<file path="config.mk">
export PLATFORM = sky130hd
export DESIGN_NAME = mem_arbiter
export DESIGN_NICKNAME = d
export VERILOG_FILES = /design/src/rtl/mem_arb_pkg.sv /design/src/rtl/mem_rr_picker.sv /design/src/rtl/mem_arbiter.sv
export SDC_FILE = /design/constraint.sdc
export NUM_CORES = 1
export LEC_CHECK = 0
export ABC_AREA = 1
export ABC_CLOCK_PERIOD_IN_PS = 2000
export CORE_AREA = 2 2 166 168
export CTS_CLUSTER_SIZE = 16
export DETAILED_ROUTE_END_ITERATION = 16
export DIE_AREA = 0 0 168 170
export HOLD_SLACK_MARGIN = 0.12
export PLACE_DENSITY = 0.69
export SLEW_MARGIN = 0
export SYNTH_ARGS = -nofsm -noshare
export SYNTH_HDL_FRONTEND = slang
export SYNTH_SLANG_ARGS = --single-unit
</file>
<file path="constraint.sdc">
create_clock -name clk -period 2 [get_ports clk]
set_clock_uncertainty 0.1 [all_clocks]
set_input_delay 0.4 -clock clk [delete_from_list [all_inputs] [get_ports clk]]
set_output_delay 0.4 -clock clk [all_outputs]
set_load 0.01 [all_outputs]
</file>
<file path="src/rtl/mem_arb_pkg.sv">
// mem_arb_pkg: shared types and defaults for the two-client memory arbiter.
// Supplies fallback values for MEM_ADDR_SIZE / MEM_BANDWIDTH when the
// surrounding build has not defined them.

`ifndef MEM_ADDR_SIZE
`define MEM_ADDR_SIZE 32
`endif
`ifndef MEM_BANDWIDTH
`define MEM_BANDWIDTH 8
`endif

package mem_arb_pkg;

  typedef enum logic [1:0] {
    IDLE      = 2'd0,
    READ_WAIT = 2'd1,
    WRITE     = 2'd2
  } arb_state_t;

  typedef enum logic {
    CLIENT_IC = 1'b0,
    CLIENT_DC = 1'b1
  } client_t;

  localparam int ARB_TIMEOUT_DEFAULT = 64;

  function automatic client_t other_client(input client_t c);
    return (c == CLIENT_IC) ? CLIENT_DC : CLIENT_IC;
  endfunction

endpackage

</file>
<file path="src/rtl/mem_rr_picker.sv">
// mem_rr_picker: two-way round-robin grant. On a tie the client that did
// not win last time is chosen; otherwise the lone requester wins.

module mem_rr_picker
  import mem_arb_pkg::*;
(
  input  logic    i_ic_req,
  input  logic    i_dc_req,
  input  client_t i_last_gnt,
  output logic    o_gnt_valid,
  output client_t o_gnt
);

  // Pure combinational grant selection
  always_comb begin
    o_gnt_valid = i_ic_req | i_dc_req;
    o_gnt       = CLIENT_IC;
    if (i_ic_req && i_dc_req) begin
      o_gnt = other_client(i_last_gnt);
    end else if (i_dc_req) begin
      o_gnt = CLIENT_DC;
    end
  end

endmodule

</file>
<file path="src/rtl/mem_arbiter.sv">
// mem_arbiter: serialises instruction-fetch reads and data-cache reads/writes
// onto a single-ported memory. All outputs are registered.
// Optional read timeout enabled by defining MEM_ARB_TIMEOUT_EN.
//
// state     | meaning
// ----------+--------------------------------------------------
// IDLE      | no transaction; requests sampled here
// READ_WAIT | address held, waiting for mem_valid (or timeout)
// WRITE     | one-cycle write strobe, ack to dc next

module mem_arbiter
  import mem_arb_pkg::*;
#(
  parameter int ADDR_W  = `MEM_ADDR_SIZE,
  parameter int DATA_W  = `MEM_BANDWIDTH * 8,
  parameter int TIMEOUT = ARB_TIMEOUT_DEFAULT
) (
  input  logic              clk,
  input  logic              rst_n,
  input  logic              ic_req,
  input  logic [ADDR_W-1:0] ic_addr,
  output logic              ic_resp_valid,
  output logic [DATA_W-1:0] ic_resp_data,
  input  logic              dc_req,
  input  logic              dc_we,
  input  logic [ADDR_W-1:0] dc_addr,
  input  logic [DATA_W-1:0] dc_wdata,
  output logic              dc_resp_valid,
  output logic [DATA_W-1:0] dc_resp_data,
  output logic [ADDR_W-1:0] mem_addr,
  output logic [DATA_W-1:0] mem_write_data,
  output logic              mem_write_valid,
  input  logic [DATA_W-1:0] mem_data,
  input  logic              mem_valid,
  output logic              busy
`ifdef MEM_ARB_TIMEOUT_EN
  ,
  output logic              timeout_err
`endif
);

  arb_state_t        r_state;
  client_t           r_owner;
  client_t           r_last_gnt;
  logic [ADDR_W-1:0] r_addr;
  logic [DATA_W-1:0] r_wdata;
  logic              r_mem_wv;
  logic              r_ic_rv;
  logic              r_dc_rv;
  logic [DATA_W-1:0] r_ic_rdata;
  logic [DATA_W-1:0] r_dc_rdata;

  logic              w_gnt_valid;
  client_t           w_gnt;
  logic              w_rd_done;
  logic [DATA_W-1:0] w_rd_data;

`ifdef MEM_ARB_TIMEOUT_EN
  localparam int CNT_W = ($clog2(TIMEOUT + 1) > 8) ? $clog2(TIMEOUT + 1) : 8;
  localparam logic [CNT_W-1:0] CNT_LAST = CNT_W'(TIMEOUT - 1);
  logic [CNT_W-1:0] r_cnt;
  logic             r_timeout_err;
  logic             w_timeout;
`endif

  mem_rr_picker u_picker (
    .i_ic_req    (ic_req),
    .i_dc_req    (dc_req),
    .i_last_gnt  (r_last_gnt),
    .o_gnt_valid (w_gnt_valid),
    .o_gnt       (w_gnt)
  );

  // Read completion: real data on mem_valid, zero data on timeout
  always_comb begin
    w_rd_done = 1'b0;
    w_rd_data = mem_data;
`ifdef MEM_ARB_TIMEOUT_EN
    w_timeout = 1'b0;
`endif
    if (r_state == READ_WAIT) begin
      if (mem_valid) begin
        w_rd_done = 1'b1;
      end
`ifdef MEM_ARB_TIMEOUT_EN
      else if (r_cnt == CNT_LAST) begin
        w_rd_done = 1'b1;
        w_rd_data = '0;
        w_timeout = 1'b1;
      end
`endif
    end
  end

  // Arbitration FSM with registered memory-side and client-side outputs
  always_ff @(posedge clk or negedge rst_n) begin
    if (!rst_n) begin
      r_state    <= IDLE;
      r_owner    <= CLIENT_IC;
      r_last_gnt <= CLIENT_DC;
      r_addr     <= '0;
      r_wdata    <= '0;
      r_mem_wv   <= 1'b0;
      r_ic_rv    <= 1'b0;
      r_dc_rv    <= 1'b0;
      r_ic_rdata <= '0;
      r_dc_rdata <= '0;
    end else begin
      r_mem_wv <= 1'b0;
      r_ic_rv  <= 1'b0;
      r_dc_rv  <= 1'b0;
      case (r_state)
        IDLE: begin
          if (w_gnt_valid) begin
            r_last_gnt <= w_gnt;
            r_owner    <= w_gnt;
            if (w_gnt == CLIENT_IC) begin
              r_addr  <= ic_addr;
              r_state <= READ_WAIT;
            end else begin
              r_addr <= dc_addr;
              if (dc_we) begin
                r_wdata  <= dc_wdata;
                r_mem_wv <= 1'b1;
                r_state  <= WRITE;
              end else begin
                r_state <= READ_WAIT;
              end
            end
          end
        end
        READ_WAIT: begin
          if (w_rd_done) begin
            r_state <= IDLE;
            if (r_owner == CLIENT_IC) begin
              r_ic_rv    <= 1'b1;
              r_ic_rdata <= w_rd_data;
            end else begin
              r_dc_rv    <= 1'b1;
              r_dc_rdata <= w_rd_data;
            end
          end
        end
        WRITE: begin
          r_dc_rv <= 1'b1;
          r_state <= IDLE;
        end
        default: r_state <= IDLE;
      endcase
    end
  end

`ifdef MEM_ARB_TIMEOUT_EN
  // Read-wait cycle counter and sticky timeout flag
  always_ff @(posedge clk or negedge rst_n) begin
    if (!rst_n) begin
      r_cnt         <= '0;
      r_timeout_err <= 1'b0;
    end else begin
      if (r_state != READ_WAIT) begin
        r_cnt <= '0;
      end else begin
        r_cnt <= r_cnt + 1'b1;
      end
      if (w_timeout) begin
        r_timeout_err <= 1'b1;
      end
    end
  end

  assign timeout_err = r_timeout_err;
`endif

  assign busy            = (r_state != IDLE);
  assign mem_addr        = r_addr;
  assign mem_write_data  = r_wdata;
  assign mem_write_valid = r_mem_wv;
  assign ic_resp_valid   = r_ic_rv;
  assign ic_resp_data    = r_ic_rdata;
  assign dc_resp_valid   = r_dc_rv;
  assign dc_resp_data    = r_dc_rdata;

endmodule

</file>
## After elaboration in Yosys (flattened, before gate mapping)

Index checks and enable logic that the tools add are counted.

| word-level totals | value |
|---|---|
| register bits | 231 |
| bits of input ports | 198 |
| output and inout bits | 228 |
| logic and storage cells | 45 |

| operators by class | value |
|---|---|
| mux-type cells | 21 |
| bitwise logic cells | 2 |
| equal/unequal tests | 4 |
| reductions and logical operators | 8 |

Operator list:

| operator | count |
|---|---|
| $mux 32 | 1 |
| $mux 1 | 14 |
| $mux 2 | 4 |
| $reduce_and 3->1 | 2 |
| $pmux 2 s2 | 1 |
| $reduce_and 2->1 | 2 |
| $reduce_and 4->1 | 1 |
| $eq 2x1->1 const B | 1 |
| $eq 2x2->1 const B | 1 |
| $logic_not 2->1 | 1 |
| $ne 2x1->1 const B | 1 |
| $ne 2x2->1 const B | 1 |
| $pmux 1 s2 | 1 |
| $reduce_bool 2->1 | 1 |
| $logic_and 1x1->1 | 1 |
| $not 1->1 | 1 |
| $or 1x1->1 | 1 |

## Logic depth before layout (Yosys ltp)

| depth | value |
|---|---|
| depth in word-level cells | 5 |
| gate-level depth with buffers | 8 |
| depth with buffers taken out | 8 |

## Modules after synthesis

From an unflattened synthesis, not the netlist that was laid out.

| unflattened totals | value |
|---|---|
| cell total of the unflattened synthesis | 1110 |
| area total of the unflattened synthesis | 9524.1 um^2 |

Modules (own cells, without submodules):

| module | times used | sequential area each (um^2) | area each (um^2) | cells an instance |
|---|---|---|---|---|
| mem_arbiter | 1 | 5781.8 | 9509.1 | 1107 |
| mem_rr_picker | 1 | 0.0 | 15.0 | 3 |

## Worst setup path before layout

OpenSTA, ideal clock, no wires.

| timing path | value |
|---|---|
| kind | reg2reg |
| start | reg r_state[0] |
| end | reg r_addr[10] (netlist: mem_addr[10]) |
| arrival time | 1.371 ns |
| clock period less this slack | 1.589 ns |
| setup time | 0.118 ns |
| required time | 1.782 ns |
| path buffers | 1 |
| setup slack | 0.411 ns |
| stages on the path, launching flop included | 9 |
| path through | dfrtp_1 -> inv_1 -> ha_1 -> inv_2 -> nor2_2 -> inv_2 -> buf_4 -> nand2_1 -> nand2_1 |

| on the way | value |
|---|---|
| cells in the longest elaborated chain, start to end | 2 |

RTL lines:

| what | RTL line | RTL |
|---|---|---|
| start: declaration | mem_arbiter.sv:42 | `arb_state_t r_state;` |
| start signal: assignment | mem_arbiter.sv:98 | `r_state <= IDLE;` |
| start signal: assignment | mem_arbiter.sv:119 | `r_state <= READ_WAIT;` |
| start signal: assignment | mem_arbiter.sv:125 | `r_state <= WRITE;` |
| $logic_not 2->1 | mem_arbiter.sv:112 | `case (r_state)` |
| $reduce_and 2->1 (no line) | n/a |  |
| end signal: assignment | mem_arbiter.sv:118 | `r_addr <= ic_addr;` |
| end signal: assignment | mem_arbiter.sv:121 | `r_addr <= dc_addr;` |
| end: declaration | mem_arbiter.sv:45 | `logic [ADDR_W-1:0] r_addr;` |

No other way between the ends.
A chain may end at the register's enable or synchronous reset.

## Final worst setup path

| timing path | value |
|---|---|
| start | reg r_dc_rdata[25] (netlist: dc_resp_data[25]) |
| end | out dc_resp_data[25] |

RTL lines:

| what | RTL line | RTL |
|---|---|---|
| start: declaration | mem_arbiter.sv:51 | `logic [DATA_W-1:0] r_dc_rdata;` |
| start signal: assignment | mem_arbiter.sv:140 | `r_dc_rdata <= w_rd_data;` |
| end: declaration | mem_arbiter.sv:29 | `output logic [DATA_W-1:0] dc_resp_data,` |

No word-level cell between the ends.

==> key figures <==
Status
  • Outcome: complete, no violations

Routing
  • Drt wl/cell: 15.93 µm
  • Routed WL: ~29,000 µm
  • Drt pass-1 iters: 4
  • ANT nets after route: 0
  • Via count: 8,307
  • DRC Markers: 0
  • DRT iter0 DRCs: 606
  • Via density: 4.498

Synthesis
  • Most common cell in the netlist: nand2_1
  • Seq cells post-synth: 231
  • Mapped Avg Cell Area: 8.715 µm²
  • Largest area contributor in the netlist: dfrtp_1
  • Top-area cell type share of the netlist area: 0.6225
  • Synth Flop Type: dfrtp_1
  • Async S/R FF share, synth: 1.000
  • Yosys warns: 0
  • Part of the Yosys area used for sequential elements: 0.6253
  • Mapped Cells: 1,061
  • Synth area leaders: dfrtp_1 62%, nand2_1 17%, o21ai_0 7.0%
  • Post-synthesis cell area: between 9000 and 10,000 µm²
  • Commonest cells in the netlist: 426 x nand2_1, 230 x dfrtp_1, 135 x inv_1
  • Synth Net Count: 1,262
  • Post-synth EDFFs: 0
  • Netlist cell types: 18

Timing
  • Final Setup Violations: 0
  • Setup TNS Final: 0 ns
  • Max Transition Viols Final: 0
  • Min Hold Slack: around 0.29 ns
  • Post-route clock period utilization: 0.9781
  • Max_slew headroom: 0.6229
  • Tmin final: 1.956 ns
  • Final hold violations: 0
  • Slew @ Worst Pin: 0.5648 ns
  • Max Fclk: 511.2 MHz

Place
  • Dpl hpwl: 20,870 µm
  • RePlAce Congestion: 0.8363
  • PortBufs: 425
  • DP Cell Count: 1,801

Worst setup path
  • Critical Path End Type: output port
  • CP Launch Type: flop
  • Largest fanout on the critical path: 2
  • Critical R2R Launch: r_state[0]$_DFFE_PN0P_
  • Critical path launch point: dc_resp_data[25]$_DFFE_PN0P_
  • Worst path bufs/invs: 1
  • Crit-path cells: clkdlybuf4s50_1
  • Worst EP required: 1.50 ns
  • Arr. time, crit path: between 1 and 1.5 ns
  • CP max stage delay: 0.55 ns
  • CP top delay family: buffers and inverters
  • R2R Path End: ic_resp_data[15]$_DFFE_PN0P_
  • Worst Setup EP: dc_resp_data[25]
  • R2R Setup Slk: roughly 0.18 ns
  • Slowest CP cell: clkdlybuf4s50_1
  • Worst r2r path cells: 5
  • CP Depth: 1
  • Critical path type: flop to output port

GRT
  • First-pass GRT wire length: 45,900 µm
  • Vias in the first global route: 8,487
  • Pin count of the biggest net entering global routing: 130
  • Total GRT Usage: 0.2016
  • Initial antenna violation count: 2
  • Total grt overflow: 0

Die
  • # IOs: 426
  • Placeable Area: between 20,000 and 30,000 µm²
  • DIE HEIGHT: 170 µm
  • Site row count: 60
  • Starting Density: 0.3469
  • Die area: 28,560 µm²
  • Die X: 168 µm

CTS
  • CTS tree: yes
  • TritonCTS Buffers: 26
  • Clk_lat worst skew: 0.53 ns
  • CTS clk-pin slew, worst paths: 0.06 ns
  • Clk sinks: approximately 230
  • CTS root buf: clkbuf_16
  • Deepest clock path buffer count: 3
  • # H-tree levels: 1

Power
  • VDD IR-drop max: 0.8121 mV
  • Pwr/cell area: ~1500 nW/µm²
  • Static Leak: 7.940 nW

Hold path
  • Hold crit path type: input port to asynchronous set/reset pin

Job
  • # Max-Cap Violations: 0

Layout
  • Filler cells: roughly 2,400
  • Final non-filler cell total: 1,847
  • Nets: 1,692
  • Synth-to-layout area growth: 62.88%
  • Post-layout util: 0.5651
  • Layout cells sized above 1: 0.05847
layer usage:
metal / GRT usage / vias to the layer above / wire [µm]
li1: - / 4086 / -
met5: 0 / - / 13
met3: 0.07093 / 49 / 2942
met1: 0.2375 / 3825 / 11410
met2: 0.3457 / 345 / 14140
met4: 0.06503 / 2 / 917
worst min path at each step:
stage,startpoint,endpoint,slack (ns),depth (start not counted)
6_report,rst_n,dc_resp_data[45]$_DFFE_PN0P_,0.29,2
5_1_grt,rst_n,dc_resp_data[45]$_DFFE_PN0P_,0.30,2
4_1_cts,rst_n,dc_resp_data[50]$_DFFE_PN0P_,0.28,2
3_5_place_dp,rst_n,dc_resp_data[55]$_DFFE_PN0P_,0.27,1
3_3_place_gp,rst_n,dc_resp_data[55]$_DFFE_PN0P_,0.26,1
2_1_floorplan,rst_n,dc_resp_data[0]$_DFFE_PN0P_,0.004,0
sequential cells by signal, indices dropped and copies added (netlist names):
signal and flops:
dc_resp_data 64, ic_resp_data 64, mem_write_data 64, mem_addr 32, r_state 2, dc_resp_valid 1, ic_resp_valid 1, mem_write_valid 1
r_last_gnt 1, r_owner 1
placed cells by master, fill, tap and decap left out, types with 2 or more instances in the layout:
| cell | count |
|---|---|
| clkdlybuf4s50_1 | 365 |
| clkbuf_16 | 26 |
| nand2_2 | 2 |
| nor2_1 | 2 |
| inv_1 | 133 |
| buf_4 | 22 |
| o21ai_0 | 129 |
| buf_12 | 11 |
| nand2_1 | 426 |
| clkbuf_1 | 2 |
| nand3_1 | 67 |
| dfrtp_1 | 230 |
| nand3_4 | 2 |
| dlygate4sd2_1 | 19 |
| clkinv_2 | 5 |
| clkbuf_8 | 3 |
| inv_2 | 4 |
| bufinv_16 | 4 |
| ha_1 | 2 |
| dlymetal6s2s_1 | 39 |
report_power, final:
group	internal, mW	leakage (nW)	switching, mW
combinational	4.90	4.62	4.46
clock	2.98	0.431	1.92
sequential	6.84	2.88	1.20
total	14.7	7.94	7.58
repair_timing:
action / in CTS / in global routing
pin swaps: 1 / 0
endpoints found under the setup margin: 20 / 40
hold buffers: 1 / 0
buffers inserted: 0 / 2
endpoints found under the hold margin: 196 / 0
gates resized for setup: 26 / 39
layout make-up:
type / instances / area [µm²] / area share
multi-input cells: 636 / 2736 / 0.1817
well taps: 341 / 426.7 / 0.02833
repair buffers: 459 / 4730 / 0.3140
diodes: 1 / 2.502 / 0.0001662
clock inverters: 11 / 170.2 / 0.01130
inverters: 137 / 514.2 / 0.03414
flip-flops and latches: 231 / 5782 / 0.3839
clock buffers: 31 / 699.4 / 0.04644
cells by family after synthesis:
group	share of synthesized area
AO/OA/AOI/OAI	0.07118
flip-flops	0.6253
adder cells (fa/ha/maj)	0.004060
AND/OR/NAND/NOR	0.2152
buffers and inverters	0.08430
through the flow:
| step | cell area (µm²) | setup WS [ns] | total power, mW |
|---|---|---|---|
| 2_1_floorplan | 9246 | 0.4115 | 11.65 |
| 3_3_place_gp | 14080 | 0.05463 | 17.52 |
| 3_5_place_dp | 14080 | -0.01176 | 17.72 |
| 4_1_cts | 14950 | 0.0001746 | 22.68 |
| 5_1_grt | 15060 | -0.005538 | 23.78 |
| 6_report | 15060 | 0.04390 | 22.30 |
Note: power is estimated with default switching activity, not from simulation.
